===== src/rtl/uart_rx_ctrl.sv =====
// -----------------------------------------------------------------------------
// uart_rx_ctrl
//   Receive-side controller for the UART RX FIFO. It turns CPU reads of the
//   receive buffer into FIFO pops and flushes the FIFO on a clear request. It
//   also builds the line-status byte and the three receive interrupt sources:
//   data available, character timeout and line status.
//
//   Optional feature: define UART_RX_CHAR_TIMEOUT_EN to build the character
//   timeout counter. When it is not defined, char_to_irq is tied low.
//
// Ports
//   PCLK, PRESETn    clock; asynchronous active-low reset
//   enable           16x baud tick, one PCLK wide
//   LCR[7:0]         line control: [1:0] word length, [2] stop bits, [3] parity
//   FCR_trig[1:0]    RX trigger level select (1/4/8/14 entries)
//   fifo_clear       pulse: flush the RX FIFO
//   rbr_read         pulse: CPU read of RBR
//   lsr_read         pulse: CPU read of LSR
//   rx_fifo_out      FIFO head: [10] break, [9] parity err, [8] framing err,
//                    [7:0] data
//   rx_fifo_count    FIFO occupancy
//   rx_fifo_empty    FIFO empty
//   push_rx_fifo     RX engine push strobe
//   rx_overrun       overrun flag, valid in the push cycle
//   push_err         OR of the error flags of the entry being pushed
//   pop_rx_fifo      FIFO pop strobe
//   rbr_data         received data masked to the word length
//   lsr              line status {errFIFO, 0, 0, BI, FE, PE, OE, DR}
//   rx_avail_irq     occupancy at or above the trigger level
//   char_to_irq      character timeout
//   rx_ls_irq        line-status interrupt
//   ctrl_busy        high while a pop or a drain is in progress
// -----------------------------------------------------------------------------
module uart_rx_ctrl #(
   parameter int FIFO_DEPTH = 16,
   parameter int TO_CHARS   = 4,
   localparam int CNT_W     = $clog2(FIFO_DEPTH) + 1
) (
   input  logic             PCLK,
   input  logic             PRESETn,
   input  logic             enable,
   input  logic [7:0]       LCR,
   input  logic [1:0]       FCR_trig,
   input  logic             fifo_clear,
   input  logic             rbr_read,
   input  logic             lsr_read,
   input  logic [10:0]      rx_fifo_out,
   input  logic [CNT_W-1:0] rx_fifo_count,
   input  logic             rx_fifo_empty,
   input  logic             push_rx_fifo,
   input  logic             rx_overrun,
   input  logic             push_err,
   output logic             pop_rx_fifo,
   output logic [7:0]       rbr_data,
   output logic [7:0]       lsr,
   output logic             rx_avail_irq,
   output logic             char_to_irq,
   output logic             rx_ls_irq,
   output logic             ctrl_busy
);

   localparam logic [CNT_W-1:0] ERR_MAX = CNT_W'(FIFO_DEPTH);

   typedef enum logic [1:0] {S_IDLE, S_POP, S_DRAIN} state_t;

   state_t           r_state;
   logic             r_oe;
   logic [CNT_W-1:0] r_err_cnt;

   logic             w_pop;
   logic             w_err_inc;
   logic             w_err_dec;
   logic [1:0]       w_shift;
   logic [7:0]       w_mask;
   logic             w_pe;
   logic             w_fe;
   logic             w_bi;
   logic [7:0]       w_lsr;

   // Trigger level from the FCR select code
   function automatic logic [CNT_W-1:0] f_trig(input logic [1:0] sel);
      case (sel)
         2'b00:   f_trig = CNT_W'(1);
         2'b01:   f_trig = CNT_W'(4);
         2'b10:   f_trig = CNT_W'(8);
         default: f_trig = CNT_W'(14);
      endcase
   endfunction

   // Saturating up/down step of the error-in-FIFO count; simultaneous up and
   // down cancel out
   function automatic logic [CNT_W-1:0] f_err_next(input logic [CNT_W-1:0] cnt,
                                                   input logic inc, input logic dec);
      f_err_next = cnt;
      if (inc && !dec && cnt != ERR_MAX)
         f_err_next = cnt + 1'b1;
      else if (dec && !inc && cnt != '0)
         f_err_next = cnt - 1'b1;
   endfunction

   always_ff @(posedge PCLK or negedge PRESETn) begin
      if (!PRESETn) begin
         r_state <= S_IDLE;
      end else begin
         case (r_state)
            S_IDLE: begin
               if (fifo_clear)
                  r_state <= S_DRAIN;
               else if (rbr_read && !rx_fifo_empty)
                  r_state <= S_POP;
            end
            // A read arriving here is dropped; the bus cannot issue a new
            // read this soon after the previous one
            S_POP:   r_state <= S_IDLE;
            S_DRAIN: if (rx_fifo_empty) r_state <= S_IDLE;
            default: r_state <= S_IDLE;
         endcase
      end
   end

   // Draining pops every cycle the FIFO has data, including late pushes
   assign w_pop       = (r_state == S_POP) || ((r_state == S_DRAIN) && !rx_fifo_empty);
   assign pop_rx_fifo = w_pop;
   assign ctrl_busy   = (r_state != S_IDLE);

   // Word length 5..8 bits selects how many low data bits are kept
   assign w_shift  = 2'd3 - LCR[1:0];
   assign w_mask   = 8'hFF >> w_shift;
   assign rbr_data = rx_fifo_empty ? 8'h00 : (rx_fifo_out[7:0] & w_mask);

   // Overrun is sticky; a new overrun beats a clearing LSR read
   always_ff @(posedge PCLK or negedge PRESETn) begin
      if (!PRESETn)
         r_oe <= 1'b0;
      else if (push_rx_fifo && rx_overrun)
         r_oe <= 1'b1;
      else if (lsr_read)
         r_oe <= 1'b0;
   end

   assign w_err_inc = push_rx_fifo & push_err;
   assign w_err_dec = w_pop & (|rx_fifo_out[10:8]);

   always_ff @(posedge PCLK or negedge PRESETn) begin
      if (!PRESETn)
         r_err_cnt <= '0;
      else if ((r_state == S_IDLE) && fifo_clear)
         r_err_cnt <= '0;
      else
         r_err_cnt <= f_err_next(r_err_cnt, w_err_inc, w_err_dec);
   end

   assign w_pe  = !rx_fifo_empty & rx_fifo_out[9];
   assign w_fe  = !rx_fifo_empty & rx_fifo_out[8];
   assign w_bi  = !rx_fifo_empty & rx_fifo_out[10];
   assign w_lsr = {(r_err_cnt != '0), 2'b00, w_bi, w_fe, w_pe, r_oe, !rx_fifo_empty};

   // Status and interrupt outputs read as zero while reset is held, even if
   // the FIFO still reports contents
   assign lsr          = PRESETn ? w_lsr : 8'h00;
   assign rx_ls_irq    = PRESETn & (r_oe | w_pe | w_fe | w_bi);
   assign rx_avail_irq = PRESETn & (rx_fifo_count >= f_trig(FCR_trig));

`ifdef UART_RX_CHAR_TIMEOUT_EN
   localparam int TO_W = $clog2(TO_CHARS * 16 * 12 + 1);

   logic [3:0]      w_bits;
   logic [TO_W-1:0] w_thr;
   logic [TO_W-1:0] r_to_cnt;
   logic            r_char_to;
   logic            w_to_clr;
   logic            w_to_inc;
   logic            w_unused;

   // Character length: start + data + parity + stop bits
   assign w_bits   = 4'd6 + {2'b00, LCR[1:0]} + {3'b000, LCR[3]} + (LCR[2] ? 4'd2 : 4'd1);
   assign w_thr    = TO_W'(TO_CHARS * 16 * int'(w_bits));
   assign w_to_clr = push_rx_fifo | w_pop | rx_fifo_empty;
   assign w_to_inc = enable & (r_state == S_IDLE) & (r_to_cnt < w_thr);

   always_ff @(posedge PCLK or negedge PRESETn) begin
      if (!PRESETn) begin
         r_to_cnt  <= '0;
         r_char_to <= 1'b0;
      end else begin
         if (w_to_clr)
            r_to_cnt <= '0;
         else if (w_to_inc)
            r_to_cnt <= r_to_cnt + 1'b1;

         // Raise on the tick that reaches the threshold; the >= term keeps
         // it raised if LCR shrinks the threshold below a held count
         if (push_rx_fifo || w_pop || (r_state == S_DRAIN))
            r_char_to <= 1'b0;
         else if (!rx_fifo_empty &&
                  ((w_to_inc && (r_to_cnt == w_thr - 1'b1)) || (r_to_cnt >= w_thr)))
            r_char_to <= 1'b1;
      end
   end

   assign char_to_irq = r_char_to;
   assign w_unused    = ^LCR[7:4];
`else
   logic w_unused;

   assign char_to_irq = 1'b0;
   assign w_unused    = ^{LCR[7:2], enable};
`endif

endmodule


===== config.mk =====
export PLATFORM = sky130hd
export DESIGN_NAME = uart_rx_ctrl
export DESIGN_NICKNAME = d
export VERILOG_FILES = /design/src/rtl/uart_rx_ctrl.sv
export SDC_FILE = /design/constraint.sdc
export NUM_CORES = 1
export LEC_CHECK = 0
export ABC_AREA = 1
export CORE_ASPECT_RATIO = 1.4
export CORE_MARGIN = 2
export CORE_UTILIZATION = 38
export DETAILED_ROUTE_END_ITERATION = 12
export PLACE_DENSITY_LB_ADDON = 0.08
export SKIP_CTS_REPAIR_TIMING = 1
export SYNTH_ARGS = -nofsm -noshare
export SYNTH_HDL_FRONTEND = slang
export SYNTH_SLANG_ARGS = --single-unit

===== constraint.sdc =====
create_clock -name PCLK -period 2.9 [get_ports PCLK]
set_input_delay 0.29 -clock PCLK [delete_from_list [all_inputs] [get_ports PCLK]]
set_output_delay 0.29 -clock PCLK [all_outputs]
set_load 0.005 [all_outputs]

==> out/qor_table.md, run 1 <==
| Metric | Value | Unit |
|:---|:---|:---|
| Outcome | completed | - |
| Worst Setup End Kind | output pin | - |
| Sequential cell area in the final layout | 200 | um^2 |
| Wire length of the first global-routing pass | 3460 | um |
| Number of antenna diodes | 0 | - |
| Crit path max fanout | 3 | - |
| Warning count from the yosys run | 0 | - |
| Final net count | 224 | - |
| Buf/Inv on CP | 3 | - |
| Synth-to-Final Area Change | 58.2 | % |
| RSZ-0062 raised after global routing | false | - |
| Cell type with the highest aggregate area in the netlist | sky130_fd_sc_hd__dfrtp_1 | - |
| Post-CTS clock slew at the launch and capture registers of the worst setup and hold paths | 0.05 | ns |
| Register-to-register setup slack | 0.93 | ns |
| Startpoint of the most critical register-to-register path | r_err_cnt[0]$_DFFE_PN0P_ | - |
| Core Rows | 20 | - |
| Fin util | 63.0 | % |
| Static Leak | 0.000729 | uW |
| I/O pin total | 57 | - |
| Final count of pins violating max slew | 0 | - |
| Register bit total from synthesis | 8 | - |
| Worst-case clock buffer depth | 2 | - |
| Startpoint kind of the worst setup timing path | input port | - |
| Worst-Skew Late Latency | 0.27 | ns |
| Hold/Removal Path Class | in -> async | - |
| Number of filler instances in the final layout | 212 | - |
| Final hold violation count | 0 | - |
| Via count of the first global-routing pass | 879 | - |
| Power per cell area | 479 | nW/um^2 |
| Worst Setup SP | FCR_trig[1] | - |
| Routed Antenna Nets | 0 | - |
| Setup tns final | 0 | ns |
| Library cell used as clock root buffer | sky130_fd_sc_hd__clkbuf_4 | - |
| X dimension of the die | 44.1 | um |
| DRC errors left | 0 | - |
| Instance count on the critical path | 10 | - |
| Netlist area before placement | 857 | um^2 |
| Maximum number of pins on one net before global-route repair | 12 | - |
| Count of routing violations after the opening detailed-route iteration | 11 | - |
| Synth top area cells | sky130_fd_sc_hd__dfrtp_1 23%, sky130_fd_sc_hd__inv_1 12%, sky130_fd_sc_hd__nand2_1 12% | - |
| Routed length per placed instance | 10.7 | um |
| Setup CP Type | in -> out | - |
| Combined global-route utilization of all metal layers | 17.7 | % |
| Drt via density | 4.65 | - |
| Vias | 929 | - |
| Share of the synthesized area in the top cell type | 23.4 | % |
| H-tree depth | 1 | - |
| Post-route clock period utilization | 80.3 | % |
| Crit-path cells | clkdlybuf4s50_1 -> nor2_1 -> ha_1 -> inv_1 -> nand2_1 -> a21oi_1 -> nor2_1 -> o21ai_0 -> a21oi_1 -> clkdlybuf4s50_1 | - |
| CP Data Arrival Time | 2.04 | ns |
| Wire length reported by the detailed router | 2150 | um |
| Number of port buffers | 46 | - |
| Netlist cell types | 22 | - |
| First-pass detailed-route iteration total | 4 | - |
| Tmin final | 2.33 | ns |
| Overflow left after global routing | 0 | - |
| Synthesized area divided by synthesized cell count | 6.64 | um^2 |
| Area of the core region | 2150 | um^2 |
| Gate count after technology mapping | 129 | - |
| Worst ir drop on vdd | 0.342 | mV |
| CP peak stage delay | 0.51 | ns |
| Clock sink count | 8 | - |
| Final setup violation count | 0 | - |
| Total Die Area | 2660 | um^2 |
| Final worst-path setup slack | 0.570 | ns |
| Clock tree from TritonCTS | yes | - |
| Height of the die | 60.2 | um |
| Post-Route Skew | 0.00433 | ns |
| # Max-Cap Violations | 0 | - |
| Critical path's slowest cell | sky130_fd_sc_hd__clkdlybuf4s50_1 | - |
| Share of cells above drive strength 1 | 8.43 | % |
| Depth of the most critical reg-to-reg path | 14 | - |
| Cell family contributing the most delay on the critical path | buffers and inverters | - |
| Sequential-to-total area share from yosys stat | 23.4 | % |
| Max Freq | 0.429 | GHz |
| Required time at the endpoint of the critical path | 2.61 | ns |
| Initial core utilization | 39.8 | % |
| Minimum setup slack after placement | 0.527 | ns |
| Multi-input gate area | 515 | um^2 |
| Number of buffers added by the clock tree synthesis step | 3 | - |
| Post-detail-place hpwl | 1790 | um |
| Initial antenna violation count | 0 | - |
| Final Wtd Congestion | 0.803 | - |
registers in the layout, summed over array words and instances, names as in the netlist:
signal / count
r_err_cnt: 5
r_oe: 1
r_state: 2
logic make-up after synthesis:
logic type	after synthesis	synth area share, %
AND/OR/NAND/NOR	66	36.6
buffers and inverters	34	17.4
AO/OA/AOI/OAI	10	7.59
adder cells (fa/ha/maj)	8	12.6
flip-flops	8	23.4
XOR/XNOR	2	2.04
other	1	0.438
placed cells by master, fill, tap and decap left out, types with 2 or more instances in the layout:
cell type and n:
sky130_fd_sc_hd__clkdlybuf4s50_1 46, sky130_fd_sc_hd__inv_1 28, sky130_fd_sc_hd__nand2_1 28, sky130_fd_sc_hd__nor2_1 19
sky130_fd_sc_hd__dfrtp_1 8, sky130_fd_sc_hd__nand3_1 7, sky130_fd_sc_hd__ha_1 7, sky130_fd_sc_hd__nand4_1 6
sky130_fd_sc_hd__o21ai_0 4, sky130_fd_sc_hd__a21oi_1 4, sky130_fd_sc_hd__conb_1 3, sky130_fd_sc_hd__clkbuf_4 3
sky130_fd_sc_hd__nand2_2 2, sky130_fd_sc_hd__nand2_4 2, sky130_fd_sc_hd__xor2_1 2, sky130_fd_sc_hd__buf_4 2
worst register-to-register path, stage by stage (launching register included):
cell and delay (ns):
sky130_fd_sc_hd__dfrtp_1 0.44, sky130_fd_sc_hd__nor2_1 0.16, sky130_fd_sc_hd__nand3_1 0.08, sky130_fd_sc_hd__nand2_1 0.07, sky130_fd_sc_hd__inv_2 0.05, sky130_fd_sc_hd__nand2_4 0.13
sky130_fd_sc_hd__ha_1 0.29, sky130_fd_sc_hd__a21oi_1 0.20, sky130_fd_sc_hd__nand3_1 0.09, sky130_fd_sc_hd__nand2_1 0.10, sky130_fd_sc_hd__inv_1 0.04, sky130_fd_sc_hd__nand2_1 0.05
sky130_fd_sc_hd__nand2_1 0.05, sky130_fd_sc_hd__nand2_1 0.06, sky130_fd_sc_hd__nand2_1 0.04
synth_stat cells:
cell                       count
sky130_fd_sc_hd__inv_1        28
sky130_fd_sc_hd__nand2_1      28
sky130_fd_sc_hd__nor2_1       19
sky130_fd_sc_hd__dfrtp_1       8
sky130_fd_sc_hd__ha_1          7
sky130_fd_sc_hd__nand3_1       7
sky130_fd_sc_hd__nand4_1       6
sky130_fd_sc_hd__a21oi_1       4
sky130_fd_sc_hd__o21ai_0       4
sky130_fd_sc_hd__buf_4         3
sky130_fd_sc_hd__nand2_2       2
sky130_fd_sc_hd__nand2_4       2
sky130_fd_sc_hd__xor2_1        2
sky130_fd_sc_hd__a21oi_2       1
sky130_fd_sc_hd__a21oi_4       1
sky130_fd_sc_hd__buf_6         1
sky130_fd_sc_hd__conb_1        1
sky130_fd_sc_hd__fa_1          1
sky130_fd_sc_hd__inv_2         1
sky130_fd_sc_hd__inv_4         1
sky130_fd_sc_hd__nand3b_4      1
sky130_fd_sc_hd__nor3_2        1
area by class of cell:
cell class	count	area share, %
clock buffer	3	1.66
inverter	30	8.49
multi-input combinational	89	38.0
sequential	8	14.8
tap	22	2.03
timing repair buffer	48	35.1
stage by stage:
stage | power (uW) | hold WS, ns | instance area, um^2 | cells
after global placement | 551 | 0.523 | 1330 | 197
after CTS | 658 | 0.343 | 1360 | 200
after detailed placement | 562 | 0.540 | 1330 | 197
after global routing | 716 | 0.379 | 1360 | 200
after floorplan | 427 | -0.00559 | 865 | 131
final | 649 | 0.357 | 1360 | 200
report_power, final:
group | internal [uW] | total [uW] | switching, uW
clock | 47.5 | 88.3 | 40.7
combinational | 184 | 381 | 196
sequential | 144 | 181 | 36.6
total | 376 | 649 | 274
path summary, 6_finish.rpt:
check,end
setup / recovery,rx_avail_irq
hold / removal,r_err_cnt[3]$_DFFE_PN0P_
setup reg to reg,r_err_cnt[4]$_DFFE_PN0P_
hold reg to reg,r_oe$_DFFE_PN0P_
max in group asynchronous,r_state[0]$_DFFE_PN0P_
min in group PCLK,r_oe$_DFFE_PN0P_
per-layer routing:
metal	part of all wire (%)	vias up	GRT usage [%]
met5	0	-	0
met4	2.7	0	11.7
met3	8.4	5	2.42
met2	47	41	31.9
met1	42	394	18.5
li1	-	489	-
Power figures use the tool's default switching activity.
==> run 2, diff against run 1 <==
--- a/config.mk
+++ b/config.mk
@@ -8,7 +8,7 @@
 export ABC_AREA = 1
 export CORE_ASPECT_RATIO = 1.4
 export CORE_MARGIN = 2
-export CORE_UTILIZATION = 38
+export CORE_UTILIZATION = 36
 export DETAILED_ROUTE_END_ITERATION = 12
 export PLACE_DENSITY_LB_ADDON = 0.08
 export SKIP_CTS_REPAIR_TIMING = 1
==> constraint.sdc (replaced) <==
create_clock -name PCLK -period 2.2 [get_ports PCLK]
set_input_delay 0.22 -clock PCLK [delete_from_list [all_inputs] [get_ports PCLK]]
set_output_delay 0.22 -clock PCLK [all_outputs]
set_load 0.005 [all_outputs]
==> run 2 against run 1 <==
Compared with the run above:
- final area grew 5.3%
- clock skew shrank 0.00061 ns
- hold slack lost 0.028 ns
- flip-flop and latch count is the same
- routed wire length grew 5.6%
- total power grew 39%
- non-clock buffer count grew 8
- cell count grew 4.0%
- utilization grew 1.8 points
- critical path type unchanged
==> out/qor_table.md, run 2 (synthesis results as in run 1) <==
| Metric | Value | Unit | Delta |
|:---|:---|:---|:---|
| Number of filler instances in the final layout | 208 | - | was 212 |
| Most used cells in the layout excluding fill and tap cells | 43 x sky130_fd_sc_hd__clkdlybuf4s50_1, 28 x sky130_fd_sc_hd__inv_1, 28 x sky130_fd_sc_hd__nand2_1 | - | was 46 x sky130_fd_sc_hd__clkdlybuf4s50_1, 28 x sky130_fd_sc_hd__inv_1, 28 x sky130_fd_sc_hd__nand2_1 |
| Final setup violation count | 0 | - | unchanged |
| Synth-to-Final Area Change | 66.6 | % | was 58.2% |
| Sequential cell area in the final layout | 200 | um^2 | unchanged |
| Worst Setup End Kind | output pin | - | unchanged |
| Net switching fraction of the power | 40.8 | % | was 42.2% |
| Final hold violation count | 0 | - | unchanged |
| RSZ-0062 raised after global routing | false | - | unchanged |
| Tmin final | 2.03 | ns |  |
| Total Die Area | 2790 | um^2 | was 2660 um^2 |
| DRC errors left | 0 | - | unchanged |
| Clock tree from TritonCTS | yes | - | unchanged |
| Worst-Skew Late Latency | 0.25 | ns | was 0.27 ns |
| Wire length reported by the detailed router | 2270 | um | was 2150 um |
| Share of cells above drive strength 1 | 12.9 | % | was 8.43% |
| I/O pin total | 57 | - | unchanged |
| Count of placed standard cells including taps | 205 | - | was 197 |
| Library cell used as clock root buffer | sky130_fd_sc_hd__clkbuf_4 | - | unchanged |
| Most frequent standard cell in the layout excluding fill and tap cells | sky130_fd_sc_hd__clkdlybuf4s50_1 | - | unchanged |
| Routed length per placed instance | 10.9 | um | was 10.7 um |
| Height of the die | 61.7 | um | was 60.2 um |
| Static Leak | 0.000798 | uW | was 0.000729 uW |
| Comb pwr share | 61.3 | % | was 58.6% |
| Internal power | 536 | uW | was 376 uW |
| Post-detail-place hpwl | 1950 | um | was 1790 um |
| Via count of the first global-routing pass | 928 | - | was 879 |
| Worst ir drop on vdd | 0.454 | mV | was 0.342 mV |
| Post-CTS clock slew at the launch and capture registers of the worst setup and hold paths | 0.05 | ns | about the same |
| Core Rows | 20 | - | unchanged |
| Setup CP Type | in -> out | - | unchanged |
| Post-Route Skew | 0.00373 | ns | was 0.00433 ns |
| Flip-flop count of the largest register after layout | 5 | - | unchanged |
| Final net count | 232 | - | was 224 |
| Maximum number of pins on one net before global-route repair | 11 | - | was 12 |
| Count of routing violations after the opening detailed-route iteration | 18 | - | was 11 |
| Combined global-route utilization of all metal layers | 18.0 | % | was 17.7% |
| Drt via density | 4.78 | - | was 4.65 |
| Number of antenna diodes | 0 | - | unchanged |
| Biggest register | r_err_cnt | - | unchanged |
| Number of port buffers | 46 | - | unchanged |
| Crit path max fanout | 9 | - | was 3 |
| Required time at the endpoint of the critical path | 1.98 | ns | was 2.61 ns |
| Max Freq | 0.492 | GHz |  |
| Startpoint of the most critical register-to-register path | r_err_cnt[0]$_DFFE_PN0P_ | - | unchanged |
| Worst-case clock buffer depth | 2 | - | unchanged |
| Endpoint of the lowest-slack register-to-register path | r_err_cnt[4]$_DFFE_PN0P_ | - | unchanged |
| Number of buffers added by the clock tree synthesis step | 3 | - | unchanged |
| Total net switching power | 369 | uW | was 274 uW |
| Routed Antenna Nets | 0 | - | unchanged |
| Part of the total power dissipated in the clock network | 12.4 | % | was 13.6% |
| Wire length of the first global-routing pass | 3770 | um | was 3460 um |
| Depth of the most critical reg-to-reg path | 14 | - | unchanged |
| Clock sink count | 8 | - | unchanged |
| Vias | 994 | - | was 929 |
| Power per cell area | 634 | nW/um^2 | was 479 nW/um^2 |
| Fin util | 64.8 | % | was 63.0% |
| Sequential share of power | 26.3 | % | was 27.8% |
| First-pass detailed-route iteration total | 4 | - | unchanged |
| Largest regs | r_err_cnt (5), r_state (2), r_oe (1) | - | unchanged |
| Area of the core region | 2200 | um^2 | was 2150 um^2 |
| Initial antenna violation count | 0 | - | unchanged |
| Final count of pins violating max slew | 0 | - | unchanged |
| Post-Layout Cell Count | 208 | - | was 200 |
| # Max-Cap Violations | 0 | - | unchanged |
| Post-route standard cell area excluding fillers | 1430 | um^2 | was 1360 um^2 |
| Placement Cell Area | 1390 | um^2 | was 1330 um^2 |
| CP Data Arrival Time | 1.81 | ns | was 2.04 ns |
| Register-to-register setup slack | 0.27 | ns | was 0.93 ns |
| Hold/Removal Path Class | in -> async | - | unchanged |
| Final Wtd Congestion | 0.760 | - | was 0.803 |
| Multi-input gate area | 519 | um^2 | was 515 um^2 |
| Initial core utilization | 38.9 | % | was 39.8% |
| Startpoint kind of the worst setup timing path | input port | - | unchanged |
| Post-route clock period utilization | 92.3 | % |  |
| H-tree depth | 1 | - | unchanged |
| X dimension of the die | 45.2 | um | was 44.1 um |
| Outcome | completed | - | unchanged |
| Overflow left after global routing | 0 | - | unchanged |
run 2: cell types whose count changed in the layout (fill, tap and decap cells not counted):
cell,previous run,this run
sky130_fd_sc_hd__a21oi_1,4,3
sky130_fd_sc_hd__a21oi_2,1,2
sky130_fd_sc_hd__buf_4,2,10
sky130_fd_sc_hd__clkdlybuf4s50_1,46,43
sky130_fd_sc_hd__dlymetal6s2s_1,0,3
sky130_fd_sc_hd__o21ai_0,4,3
sky130_fd_sc_hd__o21ai_1,0,1
run 2: area by class of cell:
type,count,share of cell area (%)
clock buffers,3,1.58
multi-input cells,89,36.4
repair buffers,56,38.0
flip-flops and latches,8,14.0
well taps,22,1.93
inverters,30,8.06
run 2: worst max-delay path: stages:
cell	delay, ns
sky130_fd_sc_hd__clkdlybuf4s50_1	0.46
sky130_fd_sc_hd__buf_4	0.19
sky130_fd_sc_hd__nor2_1	0.14
sky130_fd_sc_hd__inv_1	0.10
sky130_fd_sc_hd__o21ai_0	0.18
sky130_fd_sc_hd__clkdlybuf4s50_1	0.52
run 2: layer usage:
metal / wire, um / track usage (%) / share of wire, %
met4: 44 / 9.66 / 1.9
met1: 836 / 20.1 / 37
met2: 1160 / 32.4 / 51
met5: 0 / 0 / 0
met3: 223 / 2.31 / 9.8
run 2: worst max path at each step:
stage                                  start                  endpoint
finish                         rx_fifo_empty                 rx_ls_irq
global route        r_err_cnt[1]$_DFFE_PN0P_  r_err_cnt[4]$_DFFE_PN0P_
CTS                              FCR_trig[1]              rx_avail_irq
detailed placement               FCR_trig[1]              rx_avail_irq
global placement                 FCR_trig[1]              rx_avail_irq
floorplan           r_err_cnt[0]$_DFFE_PN0P_  r_err_cnt[4]$_DFFE_PN0P_
run 2: metrics by stage:
stage	setup WS, ns	TNS [ns]	power, uW	hold slack [ns]
CTS	-0.0180	-0.0180	913	0.326
finish	0.168	0	905	0.329
global route	0.0201	0	1000	0.342
floorplan	0.425	0	562	-0.0756
global placement	0.0212	0	774	0.517
detailed placement	-0.0165	-0.0165	794	0.522
run 2: power groups by stage:
stage	registers [uW]	logic, uW	clock network (uW)
6_report	238	555	112
2_1_floorplan	229	334	0
5_1_grt	242	639	120
3_5_place_dp	240	554	0
3_3_place_gp	238	535	0
4_1_cts	237	558	118
==> run 3, diff against run 2 <==
==> constraint.sdc (replaced) <==
create_clock -name PCLK -period 2.2 [get_ports PCLK]
set_input_delay 0.44 -clock PCLK [delete_from_list [all_inputs] [get_ports PCLK]]
set_output_delay 0.44 -clock PCLK [all_outputs]
set_load 0.005 [all_outputs]
==> run 3 against run 2 <==
Compared with the run above:
- first-iteration DRC count is 72% lower
- routed wire length increased by 4.8%
- final area is 8.4% higher
- total power rose by 9.7%
- sequential share of layout area down 1.1 points
- critical endpoint is now rx_avail_irq
- global-route usage rose by 0.32 points
- critical path depth rose by 4
- setup slack got worse by 0.16 ns
- highest routed layer unchanged
- flip-flop and latch count did not move
==> out/qor_table.md, run 3 (synthesis results as in run 1) <==
| Metric | Value | Unit | Delta |
|:---|:---|:---|:---|
| Placement Cell Area | 1430 | um^2 | was 1390 um^2 |
| X dimension of the die | 45.2 | um | unchanged |
| Worst Setup SP | rx_fifo_count[0] | - | was rx_fifo_empty |
| Worst Setup End Kind | output pin | - | unchanged |
| Routed length per placed instance | 10.9 | um | about the same |
| Post-route clock period utilization | 99.6 | % | was 92.3% |
| Final count of pins violating max slew | 0 | - | unchanged |
| Combined global-route utilization of all metal layers | 18.3 | % | was 18.0% |
| Post-detail-place hpwl | 1980 | um | was 1950 um |
| Number of buffers added by the clock tree synthesis step | 3 | - | unchanged |
| Final Wtd Congestion | 0.749 | - | was 0.760 |
| Biggest register | r_err_cnt | - | unchanged |
| Worst hold margin | 0.216 | ns | was 0.329 ns |
| Max Freq | 0.457 | GHz | was 0.492 GHz |
| Count of routing violations after the opening detailed-route iteration | 5 | - | was 18 |
| Wire length of the first global-routing pass | 3680 | um | was 3770 um |
| Drt via density | 4.68 | - | was 4.78 |
| Tmin final | 2.19 | ns | was 2.03 ns |
| I/O pin total | 57 | - | unchanged |
| Final hold violation count | 0 | - | unchanged |
| Initial core utilization | 38.9 | % | unchanged |
| Library cell used as clock root buffer | sky130_fd_sc_hd__clkbuf_4 | - | unchanged |
| Flip-flop count of the largest register after layout | 5 | - | unchanged |
| Synth-to-Final Area Change | 80.6 | % | was 66.6% |
| Height of the die | 61.7 | um | unchanged |
| Required time at the endpoint of the critical path | 1.76 | ns | was 1.98 ns |
| Worst-Skew Late Latency | 0.27 | ns | was 0.25 ns |
| Clock tree from TritonCTS | yes | - | unchanged |
| Vias | 1016 | - | was 994 |
| Total Die Area | 2790 | um^2 | unchanged |
| H-tree depth | 1 | - | unchanged |
| Post-route standard cell area excluding fillers | 1550 | um^2 | was 1430 um^2 |
| Core Rows | 20 | - | unchanged |
| DRC errors left | 0 | - | unchanged |
| Maximum number of pins on one net before global-route repair | 11 | - | unchanged |
| Startpoint kind of the worst setup timing path | input port | - | unchanged |
| Hold/Removal Path Class | in -> async | - | unchanged |
| Minimum setup slack after placement | -0.449 | ns | was -0.0165 ns |
| RSZ-0062 raised after global routing | true | - | was false |
| Final worst-path setup slack | 0.00962 | ns | was 0.168 ns |
| Power per cell area | 641 | nW/um^2 | was 634 nW/um^2 |
| Final setup violation count | 0 | - | unchanged |
| Worst ir drop on vdd | 0.545 | mV | was 0.454 mV |
| Initial antenna violation count | 0 | - | unchanged |
| Startpoint of the most critical register-to-register path | r_err_cnt[0]$_DFFE_PN0P_ | - | unchanged |
| # Max-Cap Violations | 0 | - | unchanged |
| Overflow left after global routing | 0 | - | unchanged |
| Largest regs | r_err_cnt (5), r_state (2), r_oe (1) | - | unchanged |
| Routed Antenna Nets | 0 | - | unchanged |
| Outcome | completed | - | unchanged |
| CP Data Arrival Time | 1.75 | ns | was 1.81 ns |
| Area of the core region | 2200 | um^2 | unchanged |
| Number of antenna diodes | 0 | - | unchanged |
| Clock sink count | 8 | - | unchanged |
| Final net count | 241 | - | was 232 |
| First-pass detailed-route iteration total | 4 | - | unchanged |
| Via count of the first global-routing pass | 900 | - | was 928 |
| Worst-case clock buffer depth | 2 | - | unchanged |
| Setup CP Type | in -> out | - | unchanged |
| Crit path max fanout | 1 | - | was 9 |
| Share of cells above drive strength 1 | 20.5 | % | was 12.9% |
| Post-CTS clock slew at the launch and capture registers of the worst setup and hold paths | 0.05 | ns | about the same |
| Most frequent standard cell in the layout excluding fill and tap cells | sky130_fd_sc_hd__clkdlybuf4s50_1 | - | unchanged |
| Post-Route Skew | 0.00224 | ns | was 0.00373 ns |
| Wire length reported by the detailed router | 2380 | um | was 2270 um |
| Most used cells in the layout excluding fill and tap cells | 36 x sky130_fd_sc_hd__clkdlybuf4s50_1, 28 x sky130_fd_sc_hd__inv_1, 28 x sky130_fd_sc_hd__nand2_1 | - | was 43 x sky130_fd_sc_hd__clkdlybuf4s50_1, 28 x sky130_fd_sc_hd__inv_1, 28 x sky130_fd_sc_hd__nand2_1 |
| Static Leak | 0.000921 | uW | was 0.000798 uW |
| Number of port buffers | 46 | - | unchanged |
## run 3: per-layer routing
layer / part of all wire (%) / vias to the layer above / track usage, %
li1: - / 525 / -
met1: 35 / 450 / 17.3
met2: 53 / 36 / 34.7
met3: 9.2 / 5 / 4.91
met4: 2.4 / 0 / 10.1
met5: 0 / - / 0
## run 3: final cells by class
cell class                      count  area (um^2)
Inverter                           30          115
Fill cell                         180          654
Multi-Input combinational cell     89          558
Sequential cell                     8          200
Clock buffer                        3         22.5
Tap cell                           22         27.5
Timing Repair Buffer               65          624
## run 3: final timing paths
kind                                                 end  slack, ns  cells past startpoint
worst min register to register          r_oe$_DFFE_PN0P_       0.53                      2
worst max register to register  r_err_cnt[2]$_DFFE_PN0P_       0.35                     11
min in group PCLK                       r_oe$_DFFE_PN0P_       0.53                      2
worst min-delay path                    r_oe$_DFFE_PN0P_       0.22                      3
worst max-delay path                        rx_avail_irq       0.01                     10
max in group asynchronous       r_err_cnt[2]$_DFFE_PN0P_       1.86                      3
## run 3: power by group
| group | switching, uW | internal (uW) | total (uW) |
|---|---|---|---|
| sequential | 57.3 | 190 | 247 |
| clock | 56.1 | 62.8 | 119 |
| combinational | 285 | 342 | 627 |
## run 3: critical path: stages
cell	delay, ns
sky130_fd_sc_hd__clkdlybuf4s50_1	0.45
sky130_fd_sc_hd__inv_1	0.04
sky130_fd_sc_hd__ha_1	0.27
sky130_fd_sc_hd__inv_1	0.05
sky130_fd_sc_hd__nand2_1	0.05
sky130_fd_sc_hd__a21oi_2	0.10
sky130_fd_sc_hd__nor2_1	0.05
sky130_fd_sc_hd__o21ai_1	0.11
sky130_fd_sc_hd__a21oi_1	0.07
sky130_fd_sc_hd__clkbuf_2	0.11
## run 3: through the flow
stage,instances,util (%),setup TNS (ns),total power [uW]
2_1_floorplan,131,-,0,562
3_3_place_gp,210,65.0,-1.29,798
3_5_place_dp,210,65.0,-1.42,812
4_1_cts,213,66.0,-1.07,935
5_1_grt,217,70.3,-0.124,1090
6_report,217,70.3,0,993
